===== src/rtl/control_mc.sv =====
// Multi-cycle FETCH/DECODE/EXEC/MEM/WB control sequencer with a handshaked RAM port.
// Optional RAM wait timeout: define CTRL_RAM_TIMEOUT_EN.

`ifndef OP_MOV
`define OP_MOV 4'h0
`define OP_ADD 4'h1
`define OP_SUB 4'h2
`define OP_ASR 4'h3
`define OP_ASL 4'h4
`define OP_OR  4'h5
`define OP_AND 4'h6
`define OP_XOR 4'h7
`define OP_LSL 4'h8
`define OP_LSR 4'h9
`define OP_CND 4'hA
`define OP_CBR 4'hB
`define OP_LD  4'hC
`define OP_LDA 4'hD
`define OP_ST  4'hE
`endif

`ifndef ALU_NOP
`define ALU_NOP 4'h0
`define ALU_MOV 4'h1
`define ALU_ADD 4'h2
`define ALU_SUB 4'h3
`define ALU_ASR 4'h4
`define ALU_ASL 4'h5
`define ALU_OR  4'h6
`define ALU_AND 4'h7
`define ALU_XOR 4'h8
`define ALU_LSL 4'h9
`define ALU_LSR 4'hA
`define ALU_CND 4'hB
`endif

`ifndef RAM_NONE
`define RAM_NONE  2'd0
`define RAM_READ  2'd1
`define RAM_WRITE 2'd2
`endif

module control_mc #(
  parameter int DATA_W  = 32,
  parameter int REG_W   = 5,
  parameter int INST_W  = 4,
  parameter int TIMEOUT = 16
) (
  input  logic              i_clk,
  input  logic              i_rst_n,
  input  logic [INST_W-1:0] i_inst,
  input  logic [REG_W-1:0]  i_reg0,
  input  logic [REG_W-1:0]  i_reg1,
  input  logic [DATA_W-1:0] i_val_reg0,
  input  logic [DATA_W-1:0] i_val_reg1,
  input  logic [DATA_W-1:0] i_pc,
  input  logic [DATA_W-1:0] i_pc_inc,
  input  logic [DATA_W-1:0] i_alu_out,
  input  logic [DATA_W-1:0] i_ram_rdata,
  input  logic              i_ram_ready,
  output logic [DATA_W-1:0] o_ram_addr,
  output logic [1:0]        o_ram_do,
  output logic [DATA_W-1:0] o_ram_wdata,
  output logic              o_ir_en,
  output logic              o_pc_en,
  output logic [3:0]        o_alu_do,
  output logic              o_wb_en,
  output logic [REG_W-1:0]  o_wb_reg,
  output logic [DATA_W-1:0] o_wb_val,
  output logic              o_do_jump,
  output logic              o_fault
);

  typedef enum logic [2:0] {S_FETCH, S_DECODE, S_EXEC, S_MEM, S_WB} state_t;

  state_t              state_q, state_d;
  logic [INST_W-1:0]   op_q, op_d;
  logic [REG_W-1:0]    reg0_q, reg0_d, reg1_q, reg1_d;
  logic [DATA_W-1:0]   val0_q, val0_d, val1_q, val1_d;
  logic [DATA_W-1:0]   pcinc_q, pcinc_d, alu_q, alu_d, rdata_q, rdata_d;

`ifdef CTRL_RAM_TIMEOUT_EN
  localparam int WAIT_W = $clog2(TIMEOUT + 1);
  logic [WAIT_W-1:0]   wait_q, wait_d;
`endif

  logic is_ld, is_lda, is_st, is_cbr, is_known;
  assign is_ld    = (op_q == INST_W'(`OP_LD));
  assign is_lda   = (op_q == INST_W'(`OP_LDA));
  assign is_st    = (op_q == INST_W'(`OP_ST));
  assign is_cbr   = (op_q == INST_W'(`OP_CBR));
  assign is_known = (op_q <= INST_W'(`OP_ST));

  function automatic logic [3:0] alu_dec(input logic [INST_W-1:0] op);
    case (op)
      INST_W'(`OP_MOV): return `ALU_MOV;
      INST_W'(`OP_ADD): return `ALU_ADD;
      INST_W'(`OP_SUB): return `ALU_SUB;
      INST_W'(`OP_ASR): return `ALU_ASR;
      INST_W'(`OP_ASL): return `ALU_ASL;
      INST_W'(`OP_OR):  return `ALU_OR;
      INST_W'(`OP_AND): return `ALU_AND;
      INST_W'(`OP_XOR): return `ALU_XOR;
      INST_W'(`OP_LSL): return `ALU_LSL;
      INST_W'(`OP_LSR): return `ALU_LSR;
      INST_W'(`OP_CND): return `ALU_CND;
      default:          return `ALU_NOP;
    endcase
  endfunction

  always_ff @(posedge i_clk or negedge i_rst_n) begin
    if (!i_rst_n) begin
      state_q <= S_FETCH;
      op_q    <= '0;
      reg0_q  <= '0;
      reg1_q  <= '0;
      val0_q  <= '0;
      val1_q  <= '0;
      pcinc_q <= '0;
      alu_q   <= '0;
      rdata_q <= '0;
`ifdef CTRL_RAM_TIMEOUT_EN
      wait_q  <= '0;
`endif
    end else begin
      state_q <= state_d;
      op_q    <= op_d;
      reg0_q  <= reg0_d;
      reg1_q  <= reg1_d;
      val0_q  <= val0_d;
      val1_q  <= val1_d;
      pcinc_q <= pcinc_d;
      alu_q   <= alu_d;
      rdata_q <= rdata_d;
`ifdef CTRL_RAM_TIMEOUT_EN
      wait_q  <= wait_d;
`endif
    end
  end

  // Outputs are gated by i_rst_n so an asserted reset quiets the RAM port in the same cycle.
  always_comb begin
    state_d     = state_q;
    op_d        = op_q;
    reg0_d      = reg0_q;
    reg1_d      = reg1_q;
    val0_d      = val0_q;
    val1_d      = val1_q;
    pcinc_d     = pcinc_q;
    alu_d       = alu_q;
    rdata_d     = rdata_q;
`ifdef CTRL_RAM_TIMEOUT_EN
    wait_d      = wait_q;
`endif
    o_ram_addr  = '0;
    o_ram_do    = `RAM_NONE;
    o_ram_wdata = '0;
    o_ir_en     = 1'b0;
    o_pc_en     = 1'b0;
    o_alu_do    = `ALU_NOP;
    o_wb_en     = 1'b0;
    o_wb_reg    = '0;
    o_wb_val    = '0;
    o_do_jump   = 1'b0;
    o_fault     = 1'b0;

    if (i_rst_n) begin
      case (state_q)
        S_FETCH: begin
          o_ram_do   = `RAM_READ;
          o_ram_addr = i_pc;
          if (i_ram_ready) begin
            o_ir_en = 1'b1;
            o_pc_en = 1'b1;
            op_d    = i_inst;
            state_d = S_DECODE;
          end
        end
        S_DECODE: begin
          reg0_d  = i_reg0;
          reg1_d  = i_reg1;
          val0_d  = i_val_reg0;
          val1_d  = i_val_reg1;
          pcinc_d = i_pc_inc;
          state_d = S_EXEC;
        end
        S_EXEC: begin
          o_alu_do = alu_dec(op_q);
          alu_d    = i_alu_out;
          if (is_ld || is_lda || is_st) begin
            state_d = S_MEM;
`ifdef CTRL_RAM_TIMEOUT_EN
            wait_d  = '0;
`endif
          end else begin
            state_d = S_WB;
          end
        end
        S_MEM: begin
          if (is_st) begin
            o_ram_do    = `RAM_WRITE;
            o_ram_addr  = val1_q;
            o_ram_wdata = val0_q;
          end else begin
            o_ram_do    = `RAM_READ;
            o_ram_addr  = is_lda ? pcinc_q : val0_q;
          end
          if (i_ram_ready) begin
            if (!is_st) rdata_d = i_ram_rdata;
            o_pc_en = is_lda;
            state_d = S_WB;
          end
        end
        S_WB: begin
          o_do_jump = is_cbr && (val0_q != '0);
          // The jump target is loaded through the PC enable when the branch is taken.
          o_pc_en   = o_do_jump;
          o_wb_en   = is_known && !is_st && !(is_cbr && val0_q == '0);
          o_wb_reg  = is_cbr ? reg0_q : reg1_q;
          o_wb_val  = is_cbr ? pcinc_q : ((is_ld || is_lda) ? rdata_q : alu_q);
          state_d   = S_FETCH;
`ifdef CTRL_RAM_TIMEOUT_EN
          wait_d    = '0;
`endif
        end
        default: state_d = S_FETCH;
      endcase

`ifdef CTRL_RAM_TIMEOUT_EN
      if ((state_q == S_FETCH || state_q == S_MEM) && !i_ram_ready) begin
        if (wait_q == WAIT_W'(TIMEOUT - 1)) begin
          o_fault     = 1'b1;
          o_ram_do    = `RAM_NONE;
          o_ram_addr  = '0;
          o_ram_wdata = '0;
          state_d     = S_FETCH;
          wait_d      = '0;
        end else begin
          wait_d = wait_q + 1'b1;
        end
      end
`endif
    end
  end

endmodule


===== config.mk =====
export PLATFORM = sky130hd
export DESIGN_NAME = control_mc
export DESIGN_NICKNAME = d
export VERILOG_FILES = /design/src/rtl/control_mc.sv
export SDC_FILE = /design/constraint.sdc
export NUM_CORES = 1
export LEC_CHECK = 0
export BUFFER_PORTS_ARGS = -buffer_cell sky130_fd_sc_hd__buf_2
export CORE_ASPECT_RATIO = 1.5
export CORE_MARGIN = 2
export CORE_UTILIZATION = 55
export DETAILED_ROUTE_END_ITERATION = 8
export HOLD_SLACK_MARGIN = 0.05
export PLACE_DENSITY = 0.87
export SKIP_CTS_REPAIR_TIMING = 1
export SLEW_MARGIN = 10
export SYNTH_ARGS = -nofsm -noshare
export SYNTH_HDL_FRONTEND = slang
export SYNTH_SLANG_ARGS = --single-unit

===== constraint.sdc =====
create_clock -name i_clk -period 7.8 [get_ports i_clk]
set_clock_uncertainty 0.1 [all_clocks]
set_input_delay 2.34 -clock i_clk [delete_from_list [all_inputs] [get_ports i_clk]]
set_output_delay 2.34 -clock i_clk [all_outputs]
set_load 0.01 [all_outputs]

==> results.py <==
metrics = {
    "run_status": {
        "outcome": "finished clean",
    },
    "global_route": {
        "overflow": 0,
        "grt_max_degree": 72,
        "grt_pass1_vias": 7810,
        "grt_first_pass_wirelength_um": 41250,
        "antenna_found_initial": 9,
        "track_usage": 0.3064,
    },
    "sta": {
        "finalCriticalPeriod_ps": 6362,
        "tns_ps": 0,
        "rsz0062_at_grt": "no",
        "fin_crit_sh": 0.8157,
        "slew-limit-headroom": 0.2179,
        "setup-violations-final": 0,
        "maxSlewViolCount": 0,
        "hold_viol_final": 0,
        "tightest_slew_ps": 1173,
        "fmax_mhz": 157.2,
    },
    "critical_path": {
        "worstPathArrival_ps": 3920,
        "critPathMaxStageDelay_ps": 440,
        "critPathBufInv": 3,
        "cp_cell_sequence": "clkbuf_8 -> nand2b_1 -> nor3_4 -> buf_4 -> nor3b_1 -> buf_2",
        "critical_path_class": "in2out",
        "slowest_stage": "buf_4",
        "path_max_fanout": 68,
        "cp.depth": 6,
        "cp-start-kind": "input port",
        "reg2reg_depth": 6,
        "crit_family": "buffers and inverters",
        "required_ps": 5360,
        "end_kind": "output pin",
    },
    "floorplanning": {
        "row_count": 57,
        "die_x_um": 109.6,
        "dieArea_um2": 17810,
        "die_h_um": 162.4,
        "core_area_um2": 16260,
        "initial_core_util": 0.5660,
        "pin_count": 321,
    },
    "clocking": {
        "clockRootBuffer": "clkbuf_16",
        "cts_buffer_depth": 2,
        "cts.sinks": 177,
        "tritoncts": "yes",
        "cts_made_buffers": 17,
        "clk_pin_slew_ps": 60,
        "htreeDepth": 4,
        "clock_latency_ps": 430,
    },
    "synthesis": {
        "synthDistinctLibCells": 42,
        "synth_edf_count": 0,
        "synth_fp_nets": 1042,
        "synth_warnings": 0,
        "syn_area_um2": 9204,
        "async_flop_share": 1.000,
        "syn_area_per_cell_um2": 11.12,
        "synth_ff_type": "dfrtp_1",
        "synth_seq_cells": 177,
        "ys_seq_area_frac": 0.4812,
        "syn-instance-count": 828,
    },
    "worst_hold_path": {
        "hold_depth": 1,
        "hp-class": "reg2reg",
    },
    "pwr": {
        "p_per_area_nw_per_um2": 356.2,
        "p_total_mw": 4.070,
        "p_leak_nw": 5.728,
        "irDropWorstVdd_mv": 0.1820,
    },
    "drt": {
        "drc": 0,
        "drtIter0Drc": 471,
        "wirelength_um": 27380,
        "vias": 7885,
        "viasPerCell": 5.898,
        "drt_pass1_iterations": 5,
        "routedWlPerCell_um": 20.48,
        "drtAntennaViolNets": 0,
    },
    "placed_design": {
        "gp_congestion": 0.9444,
        "port_buffers": 319,
        "dpl.hpwl_um": 20130,
        "placed_cells": 1297,
    },
    "run": {
        "max_cap_violations": 0,
    },
    "cells_and_area": {
        "fin_cells": 1337,
        "drive_above_1_share": 0.4853,
        "final_cell_mix": "buf_2 (318), dfrtp_1 (177), mux2_2 (144)",
        "nFillCells": 1242,
        "area_delta_synth_final_pct": 24.12,
        "layout_commonest_cell": "buf_2",
        "fin_nets": 1324,
        "fin_util": 0.7025,
    },
}
## final timing paths
kind,start,to,slack (ps)
worst max-delay path,i_rst_n,o_alu_do[2],1440
worst min-delay path,reg0_q[4]$_DFFE_PN0P_,reg0_q[4]$_DFFE_PN0P_,410
worst max register to register,op_q[0]$_DFFE_PN0P_,rdata_q[0]$_DFFE_PN0P_,4700
worst min register to register,reg0_q[4]$_DFFE_PN0P_,reg0_q[4]$_DFFE_PN0P_,410
max in group asynchronous,i_rst_n,rdata_q[5]$_DFFE_PN0P_,4370
min in group asynchronous,i_rst_n,val0_q[30]$_DFFE_PN0P_,1750
## flip-flops by register name (all words and copies together), names as in the netlist
name,flops
pcinc_q,32
val1_q,32
alu_q,32
op_q,4
rdata_q,32
val0_q,32
reg0_q,5
reg1_q,5
state_q,3
## synth_stat cells, types with 2 or more instances
| cell type | instances | share of area |
|---|---|---|
| a21boi_0 | 2 | 0.0016 |
| a21oi_1 | 32 | 0.017 |
| a22o_1 | 32 | 0.030 |
| a311oi_1 | 32 | 0.030 |
| and3_1 | 34 | 0.023 |
| buf_12 | 3 | 0.0065 |
| buf_2 | 16 | 0.0087 |
| buf_4 | 2 | 0.0016 |
| clkbuf_1 | 47 | 0.019 |
| dfrtp_1 | 177 | 0.48 |
| ha_1 | 5 | 0.0068 |
| inv_1 | 3 | 0.0012 |
| mux2_2 | 144 | 0.18 |
| mux2_4 | 30 | 0.049 |
| mux2i_1 | 6 | 0.0065 |
| nand2_1 | 135 | 0.055 |
| nand2b_1 | 2 | 0.0014 |
| nand3_1 | 3 | 0.0016 |
| nand3b_1 | 2 | 0.0016 |
| nand4_1 | 2 | 0.0014 |
| nor2_1 | 45 | 0.018 |
| nor3_1 | 4 | 0.0022 |
| nor3_2 | 3 | 0.0033 |
| nor3b_1 | 3 | 0.0024 |
| nor4_1 | 8 | 0.0054 |
| o211a_1 | 2 | 0.0022 |
| o21a_1 | 34 | 0.028 |
| o21ai_0 | 4 | 0.0022 |
| o31ai_1 | 3 | 0.0024 |
## metal layers
layer | wire, um | track usage | up-vias
met2 | 13320 | 0.4846 | 387
li1 | - | - | 3544
met5 | 13 | 0 | -
met3 | 1739 | 0.06883 | 105
met1 | 10850 | 0.3799 | 3847
met4 | 1466 | 0.1830 | 2
## report_power, final
| part | leakage, nW | switching [mW] | internal [mW] |
|---|---|---|---|
| Sequential | 2.13 | 0.402 | 1.38 |
| Clock | 0.261 | 0.365 | 0.450 |
| Combinational | 3.33 | 0.699 | 0.773 |
| Total | 5.73 | 1.47 | 2.60 |
## final cells by class
type | instances | area (um2) | share of cell area
Antenna cell | 8 | 20.02 | 0.001752
Clock buffer | 21 | 450.4 | 0.03943
Clock inverter | 11 | 105.1 | 0.009200
Inverter | 4 | 15.01 | 0.001314
Multi-Input combinational cell | 577 | 4436 | 0.3883
Sequential cell | 177 | 4429 | 0.3877
Tap cell | 206 | 257.7 | 0.02256
Timing Repair Buffer | 333 | 1710 | 0.1497
## per-stage QoR
step           hold slack (ps)  setup WS, ps  area [um2]
6_report                 405.7          1438       11420
5_1_grt                  419.1          1288       11420
2_1_floorplan            380.0          1964        9204
3_5_place_dp             394.4          1411       10850
4_1_cts                  409.3          1403       11400
3_3_place_gp             388.1          1451       10850
## cell families after synthesis
kind of cell / after synthesis / synth area share
mux: 180 / 0.2316
xor+xnor: 1 / 0.0009518
flops: 177 / 0.4812
fa+ha+maj: 5 / 0.006797
buf+inv: 74 / 0.03929
compound gates: 143 / 0.1162
simple gates: 247 / 0.1234
other cells: 1 / 0.0004074
No activity file was read; power rests on OpenSTA's default activity.
